## config.mk

```make
export PLATFORM = sky130hd
export DESIGN_NAME = route_sequencer
export DESIGN_NICKNAME = d
export VERILOG_FILES = /design/src/rtl/route_sequencer.sv
export SDC_FILE = /design/constraint.sdc
export NUM_CORES = 1
export LEC_CHECK = 0
export CAP_MARGIN = 20
export CORE_MARGIN = 8
export CORE_UTILIZATION = 55
export CTS_BUF_LIST = sky130_fd_sc_hd__clkbuf_4
export DETAILED_ROUTE_END_ITERATION = 10
export GPL_ROUTABILITY_DRIVEN = 0
export HOLD_SLACK_MARGIN = 0.06
export MAX_ROUTING_LAYER = met4
export PLACE_DENSITY = 0.84
export SYNTH_ARGS = -nofsm -noshare
export SYNTH_HDL_FRONTEND = slang
export SYNTH_SLANG_ARGS = --single-unit
export TNS_END_PERCENT = 50
```

## constraint.sdc

```tcl
create_clock -name clk -period 4.5 [get_ports clk]
set_input_delay 0.45 -clock clk [delete_from_list [all_inputs] [get_ports clk]]
set_output_delay 0.45 -clock clk [all_outputs]
set_load 0.02 [all_outputs]
```

## src/rtl/route_sequencer.sv

```systemverilog
// route_sequencer: mission FSM that hands motors to line-follow or overrides them for route turns, crossings and line search.
module route_sequencer #(
  parameter int          N_INT        = 4,
  parameter logic [24:0] DEBOUNCE     = 25'd50000,
  parameter logic [24:0] TURN_CYCLES  = 25'h0400000,
  parameter logic [24:0] LOST_TIMEOUT = 25'h0FFFFFF,
  parameter logic [7:0]  SPD_MAX      = 8'hBF,
  parameter logic [7:0]  SPD_HALF     = 8'h5F
) (
  input  logic               clk,
  input  logic               rst,
  input  logic               start,
  input  logic [2:0]         sensors,
  input  logic [2*N_INT-1:0] route,
  output logic               lf_enable,
  output logic               sel,
  output logic [7:0]         speedL,
  output logic [7:0]         speedR,
  output logic               dirL,
  output logic               dirR,
  output logic [3:0]         int_idx,
  output logic               busy,
  output logic               done,
  output logic               fault
);
  typedef enum logic [3:0] {
    S_IDLE, S_FOLLOW, S_CONFIRM, S_CROSS, S_TURN_BLIND, S_TURN_SEEK, S_LOST, S_DONE, S_FAULT
  } state_t;
  state_t      r_state, w_next;
  logic [24:0] r_cnt, w_cnt;
  logic [3:0]  r_int_idx, w_idx;
  logic        r_turn_dir, w_turn;
  logic        r_last_side, w_last;
  logic [1:0]  w_entry;
  always_ff @(posedge clk) begin
    if (rst) begin
      r_state     <= S_IDLE;
      r_cnt       <= '0;
      r_int_idx   <= '0;
      r_turn_dir  <= 1'b0;
      r_last_side <= 1'b0;
    end else begin
      r_state     <= w_next;
      r_cnt       <= w_cnt;
      r_int_idx   <= w_idx;
      r_turn_dir  <= w_turn;
      r_last_side <= w_last;
    end
  end
  always_comb begin
    w_entry = 2'b11;
    for (int i = 0; i < N_INT; i++)
      if (r_int_idx == 4'(i)) w_entry = route[2*i +: 2];
  end
  always_comb begin
    w_next = r_state;
    w_idx  = r_int_idx;
    w_turn = r_turn_dir;
    w_last = r_last_side;
    case (r_state)
      S_IDLE, S_DONE, S_FAULT: if (start) begin
        w_next = S_FOLLOW;
        w_idx  = '0;
      end
      S_FOLLOW: begin
        w_last = (sensors == 3'b011 || sensors == 3'b001) ? 1'b0 :
                 (sensors == 3'b110 || sensors == 3'b100) ? 1'b1 : r_last_side;
        w_next = (sensors == 3'b000) ? S_CONFIRM : (sensors == 3'b111) ? S_LOST : S_FOLLOW;
      end
      S_CONFIRM: begin
        if (sensors != 3'b000) w_next = S_FOLLOW;
        else if (r_cnt == DEBOUNCE - 25'd1) begin
          if (r_int_idx == 4'(N_INT)) w_next = S_DONE;
          else begin
            w_idx  = r_int_idx + 4'd1;
            w_next = (w_entry == 2'b00) ? S_CROSS : (w_entry == 2'b11) ? S_DONE : S_TURN_BLIND;
            w_turn = (w_entry == 2'b10) ? 1'b1 : (w_entry == 2'b01) ? 1'b0 : r_turn_dir;
          end
        end
      end
      S_CROSS:      if (r_cnt == TURN_CYCLES - 25'd1) w_next = S_FOLLOW;
      S_TURN_BLIND: if (r_cnt == TURN_CYCLES - 25'd1) w_next = S_TURN_SEEK;
      S_TURN_SEEK:
        w_next = !sensors[1] ? S_FOLLOW : (r_cnt == LOST_TIMEOUT - 25'd1) ? S_FAULT : S_TURN_SEEK;
      S_LOST:
        w_next = (sensors != 3'b111) ? S_FOLLOW : (r_cnt == LOST_TIMEOUT - 25'd1) ? S_FAULT : S_LOST;
      default: w_next = S_IDLE;
    endcase
    // the first 000 sample is already counted when CONFIRM is entered
    w_cnt = (w_next == r_state) ? r_cnt + 25'd1 :
            (w_next == S_CONFIRM) ? 25'd1 : 25'd0;
  end
  logic w_pivot, w_side;
  always_comb begin
    lf_enable = 1'b0;
    sel       = 1'b1;
    speedL    = 8'd0;
    speedR    = 8'd0;
    dirL      = 1'b1;
    dirR      = 1'b1;
    w_pivot   = r_state inside {S_TURN_BLIND, S_TURN_SEEK, S_LOST};
    w_side    = (r_state == S_LOST) ? r_last_side : r_turn_dir;
    if (r_state inside {S_FOLLOW, S_CONFIRM}) begin
      lf_enable = 1'b1;
      sel       = 1'b0;
    end
    if (r_state == S_CROSS) begin
      speedL = SPD_MAX;
      speedR = SPD_MAX;
    end
    if (w_pivot) begin
      speedL = SPD_HALF;
      speedR = SPD_HALF;
      dirL   = w_side;
      dirR   = ~w_side;
    end
  end
  assign int_idx = r_int_idx;
  assign busy    = !(r_state inside {S_IDLE, S_DONE, S_FAULT});
  assign done    = r_state == S_DONE;
  assign fault   = r_state == S_FAULT;
endmodule

```

==> results of run 1 <==
==> flip-flops by register name, summed over array words and instances (netlist names) <==
signal       count
r_last_side      1
r_cnt           25
r_turn_dir       1
int_idx          4
r_state          4
==> path summary, 6_finish.rpt <==
kind | from | to | slack, ns | cells past startpoint
hold / removal | r_cnt[5]$_SDFF_PP0_ | r_cnt[5]$_SDFF_PP0_ | 0.52 | 2
hold reg to reg | r_cnt[5]$_SDFF_PP0_ | r_cnt[5]$_SDFF_PP0_ | 0.52 | 2
setup reg to reg | int_idx[0]$_SDFFE_PP0P_ | r_cnt[14]$_SDFF_PP0_ | 0.95 | 16
setup / recovery | int_idx[0]$_SDFFE_PP0P_ | r_cnt[14]$_SDFF_PP0_ | 0.95 | 16
==> tightest hold or removal path: cells and delay by family (launching register included) <==
| kind | cells | cell delay (ns) |
|---|---|---|
| AOI/OAI and AO/OA | 2 | 0.14 |
| DFF | 1 | 0.35 |
==> report_power, final <==
group          switching, W  internal [W]
sequential        0.0000124      0.000315
combinational     0.0000770     0.0000566
clock              0.000106     0.0000581
==> through the flow <==
step / hold WS [ns] / cell area (um2)
4_1_cts: 0.523 / 2830
3_5_place_dp: 0.506 / 2780
3_3_place_gp: 0.496 / 2780
6_report: 0.522 / 2830
5_1_grt: 0.556 / 2830
2_1_floorplan: 0.479 / 2490
==> area by class of cell <==
| type | count | area share |
|---|---|---|
| tap | 52 | 0.0230 |
| sequential | 35 | 0.247 |
| timing repair buffer | 41 | 0.144 |
| multi-input combinational | 229 | 0.547 |
| clock buffer | 5 | 0.0133 |
| inverter | 15 | 0.0199 |
| clock inverter | 3 | 0.00530 |
==> metal layers <==
metal / share of wire / vias to the layer above / routed length, um / GRT usage
met1: 0.43 / 1031 / 2380 / 0.184
met3: 0.093 / 6 / 513 / 0.0527
met5: 0 / - / 0 / -
met4: 0.011 / 0 / 59 / 0.0479
met2: 0.46 / 83 / 2570 / 0.259
li1: - / 1091 / - / -
==> logic make-up after synthesis <==
logic type | count (synthesis) | synth area share
compound gates | 45 | 0.114
fa+ha+maj | 8 | 0.0401
simple gates | 150 | 0.373
buf+inv | 38 | 0.0983
mux | 4 | 0.0165
xor+xnor | 22 | 0.0772
flops | 35 | 0.281
==> cell usage in the layout (no fill, tap or decap), types with 2 or more instances in the layout <==
cell type / count
ha_1: 8
a21o_1: 2
o21a_1: 2
mux2i_1: 3
or4b_1: 2
nand3_1: 8
dfxtp_1: 35
inv_1: 15
o21ai_0: 12
nand2_1: 31
nor2_4: 16
o22ai_1: 3
nand3b_1: 2
clkbuf_4: 5
clkinv_2: 3
clkdlybuf4s50_1: 40
and3_1: 3
a21oi_1: 15
nand4_1: 11
and4_2: 2
nor2b_1: 2
and4_1: 2
and2_1: 5
nor2_2: 5
nand2b_1: 3
xnor2_1: 9
xor2_1: 13
nor4b_1: 2
or3_1: 6
nor4_1: 5
nor2_1: 27
nor3_1: 7
==> reports/metrics.cfg, run 1 <==
[timing]
slew_viol_final = 0
tightest_slew_ns = 0.734
finalCriticalPeriod_ns = 3.55
setup_viol_count_final = 0
hold_violations = 0
fin_crit_sh = 0.789
rsz0062_at_grt = false
slew_headroom = 0.504
max_freq_ghz = 0.282
finalSetupTns_ns = 0
setup_slack_ns = 0.950
skew_ns = 0.00232

[clock_tree]
clkTransAtPathRegs_ns = 0.11
cts.sinks = 35
numCtsBuffers = 5
cts_tree = yes
root_buffer = clkbuf_4
cts_buffer_depth = 2
post_cts_buffers = 0
clkLatencyLatePin_ns = 0.34
hold_buffers = 0
cts_resized = 0
htreeDepth = 2

[global_route]
grt_pass1_vias = 2054
grt_overflow = 0
grt_max_degree = 25
grt.total_usage = 0.160
antenna_found_initial = 0
grt_pass1_wl_um = 9380

[logic_synthesis]
synthTopCellsByArea = dfxtp_1 28%, nor2_4 7.2%, nand2_1 4.7%, xor2_1 4.6%, buf_4 4.2%
synth_fp_nets = 324
syn_area_mm2 = 0.00249
synth_top_area_cell = dfxtp_1
synthDominantCellAreaShare = 0.281
synthCells = 302
synth.most_common_cell = dfxtp_1
synth.avg_cell_area_um2 = 8.26
synth_flop_cell = dfxtp_1
synthDistinctLibCells = 56
ys_top_cells_by_count = 35 x dfxtp_1, 31 x nand2_1, 27 x nor2_1, 16 x nor2_4
synth_edf_count = 0
ys_ff_latch = 35
async_flop_share = 0
synth_warnings = 0
ys_seq_area_frac = 0.281

[worst_setup_path]
crit_type = reg2reg
cp_data_required_time_ns = 4.71
start_kind = register
crit_path_top_delay_cell = buf_4
worst-path-buf-inv = 2
path_cells = inv_1 > ha_1 > a21oi_1 > a21oi_1 > o21ai_0 > mux2_2 > nor3_1 > ha_1 > nor4_1 > nand4_1 > o21ai_0 > nand4bb_1 > o311ai_1 > or3_2 > buf_4 > nor2_1
cpPeakStageDelay_ns = 0.46
crit_fanout = 24
crit_family = simple AND/OR/NAND/NOR gates
arrival_ns = 3.76
endpoint_kind = register

[placement]
dp_slack_ns = 0.781
dp_hpwl_um = 4250
placed_cells = 372
portBuffers = 40

[floorplan]
core-area_mm2 = 0.00435
fp.dieW_um = 83.4
num_rows = 24
start_util = 0.573
dieArea_mm2 = 0.00695
die_h_um = 83.4
pin_count = 41

[route]
dr.pass1.iters = 4
first_iter_violations = 157
wire_per_inst_um = 14.5
wirelength_um = 5530
vias_per_cell = 5.82
drcViolationCount = 0
drtAntennaViolNets = 0
vias = 2211

[cells_and_area]
antenna_cells = 0
final_nets = 349
multi_input_comb_area_mm2 = 0.00155
instances_no_fill = 380
regArea_um2 = 701
fillers = 410
area_growth_pct = 13.5
fin_util = 0.651
drive_gt1_frac = 0.137

[power_and_ir_drop]
p_leak_nw = 0.976
power.total_w = 0.000625
cellPowerDensity_mw_per_mm2 = 221
peakVddDrop_mv = 0.212

[hold_path]
hold_class = reg2reg

[status]
status = finished clean

[flow_run]
max_cap_viol_count = 0

Power figures use the tool's default switching activity.
==> run 2, diff against run 1 <==
==> constraint.sdc (replaced) <==
create_clock -name clk -period 3.55 [get_ports clk]
set_input_delay 0.355 -clock clk [delete_from_list [all_inputs] [get_ports clk]]
set_output_delay 0.355 -clock clk [all_outputs]
set_load 0.02 [all_outputs]
==> reports/metrics.cfg, run 2 (synthesis gave the netlist of run 1 again) <==
[flow_run]
max_cap_viol_count = 0

[clock_tree]
post_cts_buffers = 0
root_buffer = clkbuf_4
clkTransAtPathRegs_ns = 0.10
htreeDepth = 2
cts_resized = 0
cts_buffer_depth = 2
cts.sinks = 35
hold_buffers = 0
cts_tree = yes
numCtsBuffers = 5
clkLatencyLatePin_ns = 0.33

[global_route]
grt_max_degree = 26
grt.total_usage = 0.161
grt_overflow = 0
grt_pass1_wl_um = 9340
antenna_found_initial = 0
grt_pass1_vias = 2127

[worst_setup_path]
path_cells = inv_1 > ha_1 > a21oi_1 > a21oi_1 > o21ai_0 > mux2_2 > nor3_2 > ha_1 > nor4_1 > nand4_1 > o21ai_1 > nand4bb_1 > o311ai_1 > or3_2 > buf_12 > o22ai_1
crit_family = simple AND/OR/NAND/NOR gates
arrival_ns = 3.46
endpoint_kind = register
start_kind = register
crit_type = reg2reg
cp_data_required_time_ns = 3.78
cpPeakStageDelay_ns = 0.36
worst-path-buf-inv = 2
crit_path_top_delay_cell = dfxtp_1
crit_fanout = 25

[timing]
slew_viol_final = 0
tightest_slew_ns = 0.644
rsz0062_at_grt = false
slew_headroom = 0.564
max_freq_ghz = 0.309
skew_ns = 0.0115
fin_crit_sh = 0.912
hold_violations = 0
finalSetupTns_ns = 0
setup_viol_count_final = 0
timing.hold.ws_ns = 0.529
finalCriticalPeriod_ns = 3.24

[cells_and_area]
fillers = 381
final_common_cell = clkdlybuf4s50_1
largest_reg_flops = 25
area_growth_pct = 15.1
antenna_cells = 0
drive_gt1_frac = 0.138
final_nets = 349
fin_util = 0.660
final_cell_mix = 40 x clkdlybuf4s50_1, 35 x dfxtp_1, 31 x nand2_1
max_flop_register = r_cnt
instances_no_fill = 379

[placement]
placed_cells = 372
portBuffers = 40
dp_hpwl_um = 4220

[floorplan]
num_rows = 24
pin_count = 41
core-area_mm2 = 0.00435
fp.dieW_um = 83.4
die_h_um = 83.4
start_util = 0.573
dieArea_mm2 = 0.00695

[hold_path]
hold_class = reg2reg

[status]
status = finished clean

[route]
vias = 2213
wirelength_um = 5510
dr.pass1.iters = 4
drcViolationCount = 0
first_iter_violations = 115
wire_per_inst_um = 14.5
drtAntennaViolNets = 0
vias_per_cell = 5.84

[power_and_ir_drop]
cellPowerDensity_mw_per_mm2 = 303
peakVddDrop_mv = 0.225
p_leak_nw = 0.992
power.total_w = 0.000871

[run 2: path summary, 6_finish.rpt]
| path | cells past startpoint | start | slack (ns) | endpoint |
|---|---|---|---|---|
| setup / recovery | 16 | int_idx[0]$_SDFFE_PP0P_ | 0.31 | r_cnt[0]$_SDFF_PP0_ |
| hold / removal | 2 | r_cnt[5]$_SDFF_PP0_ | 0.53 | r_cnt[5]$_SDFF_PP0_ |
| setup reg to reg | 16 | int_idx[0]$_SDFFE_PP0P_ | 0.31 | r_cnt[0]$_SDFF_PP0_ |
| hold reg to reg | 2 | r_cnt[5]$_SDFF_PP0_ | 0.53 | r_cnt[5]$_SDFF_PP0_ |
[run 2: metrics by stage]
step / area [um2] / worst slack [ns]
2_1_floorplan: 2490 / 0.532
3_3_place_gp: 2790 / 0.305
3_5_place_dp: 2790 / 0.131
4_1_cts: 2870 / 0.183
5_1_grt: 2870 / 0.0464
6_report: 2870 / 0.313
[run 2: final cells by class]
class | count | area (um2) | area share
Clock buffer | 6 | 45.0 | 0.0157
Clock inverter | 1 | 30.0 | 0.0105
Inverter | 15 | 56.3 | 0.0196
Multi-Input combinational cell | 229 | 1560 | 0.541
Sequential cell | 35 | 701 | 0.244
Tap cell | 52 | 65.1 | 0.0226
Timing Repair Buffer | 41 | 420 | 0.146
[run 2: layer usage]
metal  track usage  vias up  wire length (um)
met3        0.0605       20               547
met2         0.247       96              2480
met5             -        -                 0
met1         0.182     1001              2320
li1              -     1096                 -
met4        0.0735        0               165
[run 2: tightest hold or removal path: cells and delay by family, from the launching register on]
kind | cells | cell delay [ns]
flip-flops | 1 | 0.35
AO/OA/AOI/OAI | 2 | 0.14
[run 2: where the power goes]
group          internal, W  leakage [nW]  total [W]  switching [W]
clock network     0.000153        0.0417   0.000278       0.000126
registers         0.000399         0.282   0.000414      0.0000156
logic            0.0000771         0.668   0.000178       0.000101
total             0.000629         0.992   0.000871       0.000242
==> patch 1: new RTL, settings of run 2 <==
`SPD_MAX`: 8'hBF -> 8'h8F.
--- a/src/rtl/route_sequencer.sv
+++ b/src/rtl/route_sequencer.sv
@@ -6,3 +6,3 @@
   parameter logic [24:0] LOST_TIMEOUT = 25'h0FFFFFF,
-  parameter logic [7:0]  SPD_MAX      = 8'hBF,
+  parameter logic [7:0]  SPD_MAX      = 8'h8F,
   parameter logic [7:0]  SPD_HALF     = 8'h5F
Function: no difference found for any inputs over 10 cycles, from zero or initial values and one cycle with rst high; that may be too few to reach the edited logic, so the function may still have changed.
==> patch 1 against run 2 <==
  * Power down 8.9%
  * Hold slack gained 0.017 ns
  * Critical path type unchanged
  * Design area fell by 4.4%
  * Wire length is 7.9% higher
  * Non-clock buffer count shrank 2
  * Area after synthesis decreased by 5.7%
  * Largest power group unchanged
  * Sequential cell count stayed put
  * Setup slack got worse by 0.11 ns
==> patch 1: results <==
[clocking]
cts_root_buf = "clkbuf_4"
h-tree-depth = 2
clk_latency_ns = 0.35

[synthesis]
synth_common_cells = "nor2_1 (53), dfxtp_1 (35), nand2_1 (30)"
ys_seq_area_share_pct = 29.8
synthCells = 306
ys_async_sr_fraction_pct = 0
ys_types = 52
synth_xor_area_share_pct = 8.56
synth.area.top_cells = "dfxtp_1 (30%), nor2_1 (8.5%), nand2_1 (4.8%)"
synthMuxAreaShare_pct = 2.23
synth_compound_area_share_pct = 12.3
synth_fa_ha_area_share_pct = 4.26

[global_routing]
grt_max_degree = 25
grt_use_total_pct = 18.0
grt_first_pass_wirelength_um = 9320
first_global_vias = 2080

[routing]
drt_iter0_drc = 163
vias_per_cell = 5.78
wire_per_inst_um = 15.5

[power]
p_sw_share_pct = 31.0
p_per_area_mw_per_mm2 = 289
leakage_nw = 0.940
p_seq_share_pct = 52.2
peakVddDrop_mv = 0.278
power_frac_clock_pct = 27.3

[layout]
nets = 354
fin_cells = 383
drive_above_1_share_pct = 7.21
fillCellCount = 351

[min_path]
hold_start = "r_turn_dir$_SDFFE_PP0P_"
whs_endpoint = "r_turn_dir$_SDFFE_PP0P_"

[critical_path]
cp_slowest_stage_delay_ns = 0.41
crit_path_top_delay_cell = "dfxtp_2"
r2r_setup_slack_ns = 0.20
critPathTopFamily = "compound AO/OA/AOI/OAI gates"
r2r-start = "int_idx[0]$_SDFFE_PP0P_"
worstPathMaxFanout = 12
endpoint = "r_cnt[20]$_SDFF_PP0_"
worstPathArrival_ns = 3.58

[sta]
fin_crit_ns = 3.35
hold_slack_ns = 0.545
fin_skew_ns = 0.0123
worst_pin_slew_ns = 0.633

[run_status]
status = "finished, final reports clean"

[placement]
dpl_cell_area_mm2 = 0.00265
hpwlAfterDp_um = 4170
place_inst = 373
port_buffers = 38
dp_slack_ns = -0.0154
==> patch 1: changes by cell type after synthesis, sizes merged, moves of 3 or more <==
cell,delta
or3,-4
and4,-4
nand3b,+3
nor4,+3
nor2,+5
==> patch 1: layer usage <==
metal | share of wire [%] | global-route usage, % | routed length [um] | vias up
met5 | 0 | - | 0 | -
met4 | 1.7 | 7.14 | 99 | 0
met1 | 43 | 19.7 | 2540 | 1036
li1 | - | - | - | 1108
met2 | 49 | 30.0 | 2890 | 59
met3 | 7.0 | 5.08 | 418 | 11
==> patch 1: what timing repair did <==
item | 4_1_cts | 5_1_grt
setup buffers | 0 | 0
setup endpoints to repair | 0 | 26
resized for setup | 0 | 4
==> patch 1: cell type report <==
type | count | area [um^2] | area share (%)
multi-input combinational | 238 | 1490 | 54.4
timing repair buffer | 39 | 388 | 14.1
sequential | 35 | 702 | 25.5
tap | 50 | 62.6 | 2.28
clock buffer | 6 | 45.0 | 1.64
clock inverter | 2 | 7.51 | 0.273
inverter | 13 | 48.8 | 1.78
==> patch 2: new RTL, flow settings as in run 2 <==
Without the edit above. Add an input register stage for `start`, `sensors` and `route`, cleared by the reset; this delays them by one clock.
--- a/src/rtl/route_sequencer.sv
+++ b/src/rtl/route_sequencer.sv
@@ -28,2 +28,19 @@
   } state_t;
+
+  logic start_q;
+  logic [2:0] sensors_q;
+  logic [2*N_INT-1:0] route_q;
+
+  always_ff @(posedge clk) begin
+    if (rst) begin
+      start_q   <= '0;
+      sensors_q <= '0;
+      route_q   <= '0;
+    end else begin
+      start_q   <= start;
+      sensors_q <= sensors;
+      route_q   <= route;
+    end
+  end
+
   state_t      r_state, w_next;
@@ -52,3 +69,3 @@
     for (int i = 0; i < N_INT; i++)
-      if (r_int_idx == 4'(i)) w_entry = route[2*i +: 2];
+      if (r_int_idx == 4'(i)) w_entry = route_q[2*i +: 2];
   end
@@ -60,3 +77,3 @@
     case (r_state)
-      S_IDLE, S_DONE, S_FAULT: if (start) begin
+      S_IDLE, S_DONE, S_FAULT: if (start_q) begin
         w_next = S_FOLLOW;
@@ -65,8 +82,8 @@
       S_FOLLOW: begin
-        w_last = (sensors == 3'b011 || sensors == 3'b001) ? 1'b0 :
-                 (sensors == 3'b110 || sensors == 3'b100) ? 1'b1 : r_last_side;
-        w_next = (sensors == 3'b000) ? S_CONFIRM : (sensors == 3'b111) ? S_LOST : S_FOLLOW;
+        w_last = (sensors_q == 3'b011 || sensors_q == 3'b001) ? 1'b0 :
+                 (sensors_q == 3'b110 || sensors_q == 3'b100) ? 1'b1 : r_last_side;
+        w_next = (sensors_q == 3'b000) ? S_CONFIRM : (sensors_q == 3'b111) ? S_LOST : S_FOLLOW;
       end
       S_CONFIRM: begin
-        if (sensors != 3'b000) w_next = S_FOLLOW;
+        if (sensors_q != 3'b000) w_next = S_FOLLOW;
         else if (r_cnt == DEBOUNCE - 25'd1) begin
@@ -83,5 +100,5 @@
       S_TURN_SEEK:
-        w_next = !sensors[1] ? S_FOLLOW : (r_cnt == LOST_TIMEOUT - 25'd1) ? S_FAULT : S_TURN_SEEK;
+        w_next = !sensors_q[1] ? S_FOLLOW : (r_cnt == LOST_TIMEOUT - 25'd1) ? S_FAULT : S_TURN_SEEK;
       S_LOST:
-        w_next = (sensors != 3'b111) ? S_FOLLOW : (r_cnt == LOST_TIMEOUT - 25'd1) ? S_FAULT : S_LOST;
+        w_next = (sensors_q != 3'b111) ? S_FOLLOW : (r_cnt == LOST_TIMEOUT - 25'd1) ? S_FAULT : S_LOST;
       default: w_next = S_IDLE;
Check against the original RTL: not equivalent (Yosys sat finds a counterexample within 4 cycles, from zero or initial values and one cycle with rst high).
==> patch 2 against run 2 <==
  * Wire length is 4.9% higher
  * Area after synthesis grew 6.6%
  * Sequential power increased by 35%
  * Fmax increased by 0.47%
  * Design area increased by 5.6%
  * Sequential cell count rose by 12
  * Power up 5.1%
  * Setup slack better by 0.015 ns
  * Critical path type unchanged
  * Critical endpoint unchanged
  * Largest cell class unchanged
==> patch 2: results <==
[power]
p_sw_share_pct = 26.1
peakVddDrop_mv = 0.152
p_seq_share_pct = 60.9
leakage_nw = 1.05
power_clock_w = 0.000233
p_sw_w = 0.000239

[min_path]
whs_endpoint = "sensors_q[0]$_SDFF_PP0_"
hold_start = "sensors[0]"
timing.hold.worst.class = "input pin to flop"

[layout]
seq_area_um2 = 941
fillCellCount = 421
num-multi-input-gates = 237
nets = 368
clock_area_share_pct = 1.49
drive_above_1_share_pct = 6.67
inv_count = 14
non_clock_buffer_area_share_pct = 13.4
multi_input_area_share_pct = 50.1

[run_status]
status = "finished, final reports clean"

[sta]
slew_headroom_pct = 58.7
hold_violations = 0
finalSetupViolations = 0
fin_skew_ns = 0.0149

[synthesis]
synthesis.nets = 344
synth_fa_ha_area_share_pct = 3.76
synth_common_cells = "dfxtp_1 (47), nor2_1 (45), nand2_1 (20)"
synth_compound_area_share_pct = 11.5
synth_xor_area_share_pct = 7.57
ys_types = 58
ys_seq_area_share_pct = 35.4
synthMuxAreaShare_pct = 0.753
synth.area.top_cells = "dfxtp_1 (35%), nor2_1 (6.3%), xor2_1 (4.3%)"
ys_seq_elements = 47

[global_routing]
grt_use_met1_pct = 19.2
grt_util_met3_pct = 3.82
grt.met2_usage_pct = 24.8
grt_first_pass_wirelength_um = 9370
first_global_vias = 2077
grt_use_total_pct = 15.9

[placement]
hpwlAfterDp_um = 4220
dpl_cell_area_mm2 = 0.00297

[routing]
vias_per_cell = 5.83
drt_wl_total_um = 5780
drt_iter0_drc = 127

[clocking]
clk_pin_slew_ns = 0.13
clk_latency_ns = 0.36

[critical_path]
worstPathArrival_ns = 3.51
r2r-end = "r_cnt[0]$_SDFF_PP0_"
r2r-start = "int_idx[1]$_SDFFE_PP0P_"

[floorplanning]
taps = 54
-- patch 2: critical path, cell delays in order, from the launching register on --
cell and delay [ns]:
dfxtp_1 0.43, inv_1 0.09, ha_1 0.23, nor2_1 0.11
a221oi_1 0.08, a211oi_1 0.21, a21oi_1 0.06, nor3_1 0.26
ha_1 0.30, nand2b_1 0.18, a311o_2 0.44, nor3_2 0.40
o21ai_4 0.21, o22ai_1 0.19
-- patch 2: worst max path at each step --
stage                                  from  slack, ns  cells past startpoint                    to
detailed placement  int_idx[1]$_SDFFE_PP0P_       0.15                     13   r_cnt[0]$_SDFF_PP0_
floorplan           int_idx[1]$_SDFFE_PP0P_       0.51                     14  r_cnt[22]$_SDFF_PP0_
global route        int_idx[1]$_SDFFE_PP0P_       0.01                     15   r_cnt[0]$_SDFF_PP0_
global placement    int_idx[1]$_SDFFE_PP0P_       0.26                     13   r_cnt[0]$_SDFF_PP0_
CTS                 int_idx[1]$_SDFFE_PP0P_       0.16                     13   r_cnt[0]$_SDFF_PP0_
finish              int_idx[1]$_SDFFE_PP0P_       0.33                     13   r_cnt[0]$_SDFF_PP0_
-- patch 2: per-layer routing --
| metal | up-vias | wire (um) | part of all wire [%] |
|---|---|---|---|
| li1 | 1158 | - | - |
| met1 | 1086 | 2640 | 46 |
| met2 | 72 | 2660 | 46 |
| met3 | 9 | 370 | 6.4 |
| met4 | 0 | 105 | 1.8 |
| met5 | - | 0 | 0 |
-- patch 2: stage by stage --
| step | setup slack (ns) | std cells | hold slack [ns] |
|---|---|---|---|
| final | 0.328 | 399 | 0.533 |
| after global routing | 0.0110 | 399 | 0.526 |
| after CTS | 0.156 | 398 | 0.526 |
| after detailed placement | 0.150 | 392 | 0.511 |
| after global placement | 0.265 | 392 | 0.497 |
| after floorplan | 0.514 | 322 | 0.427 |
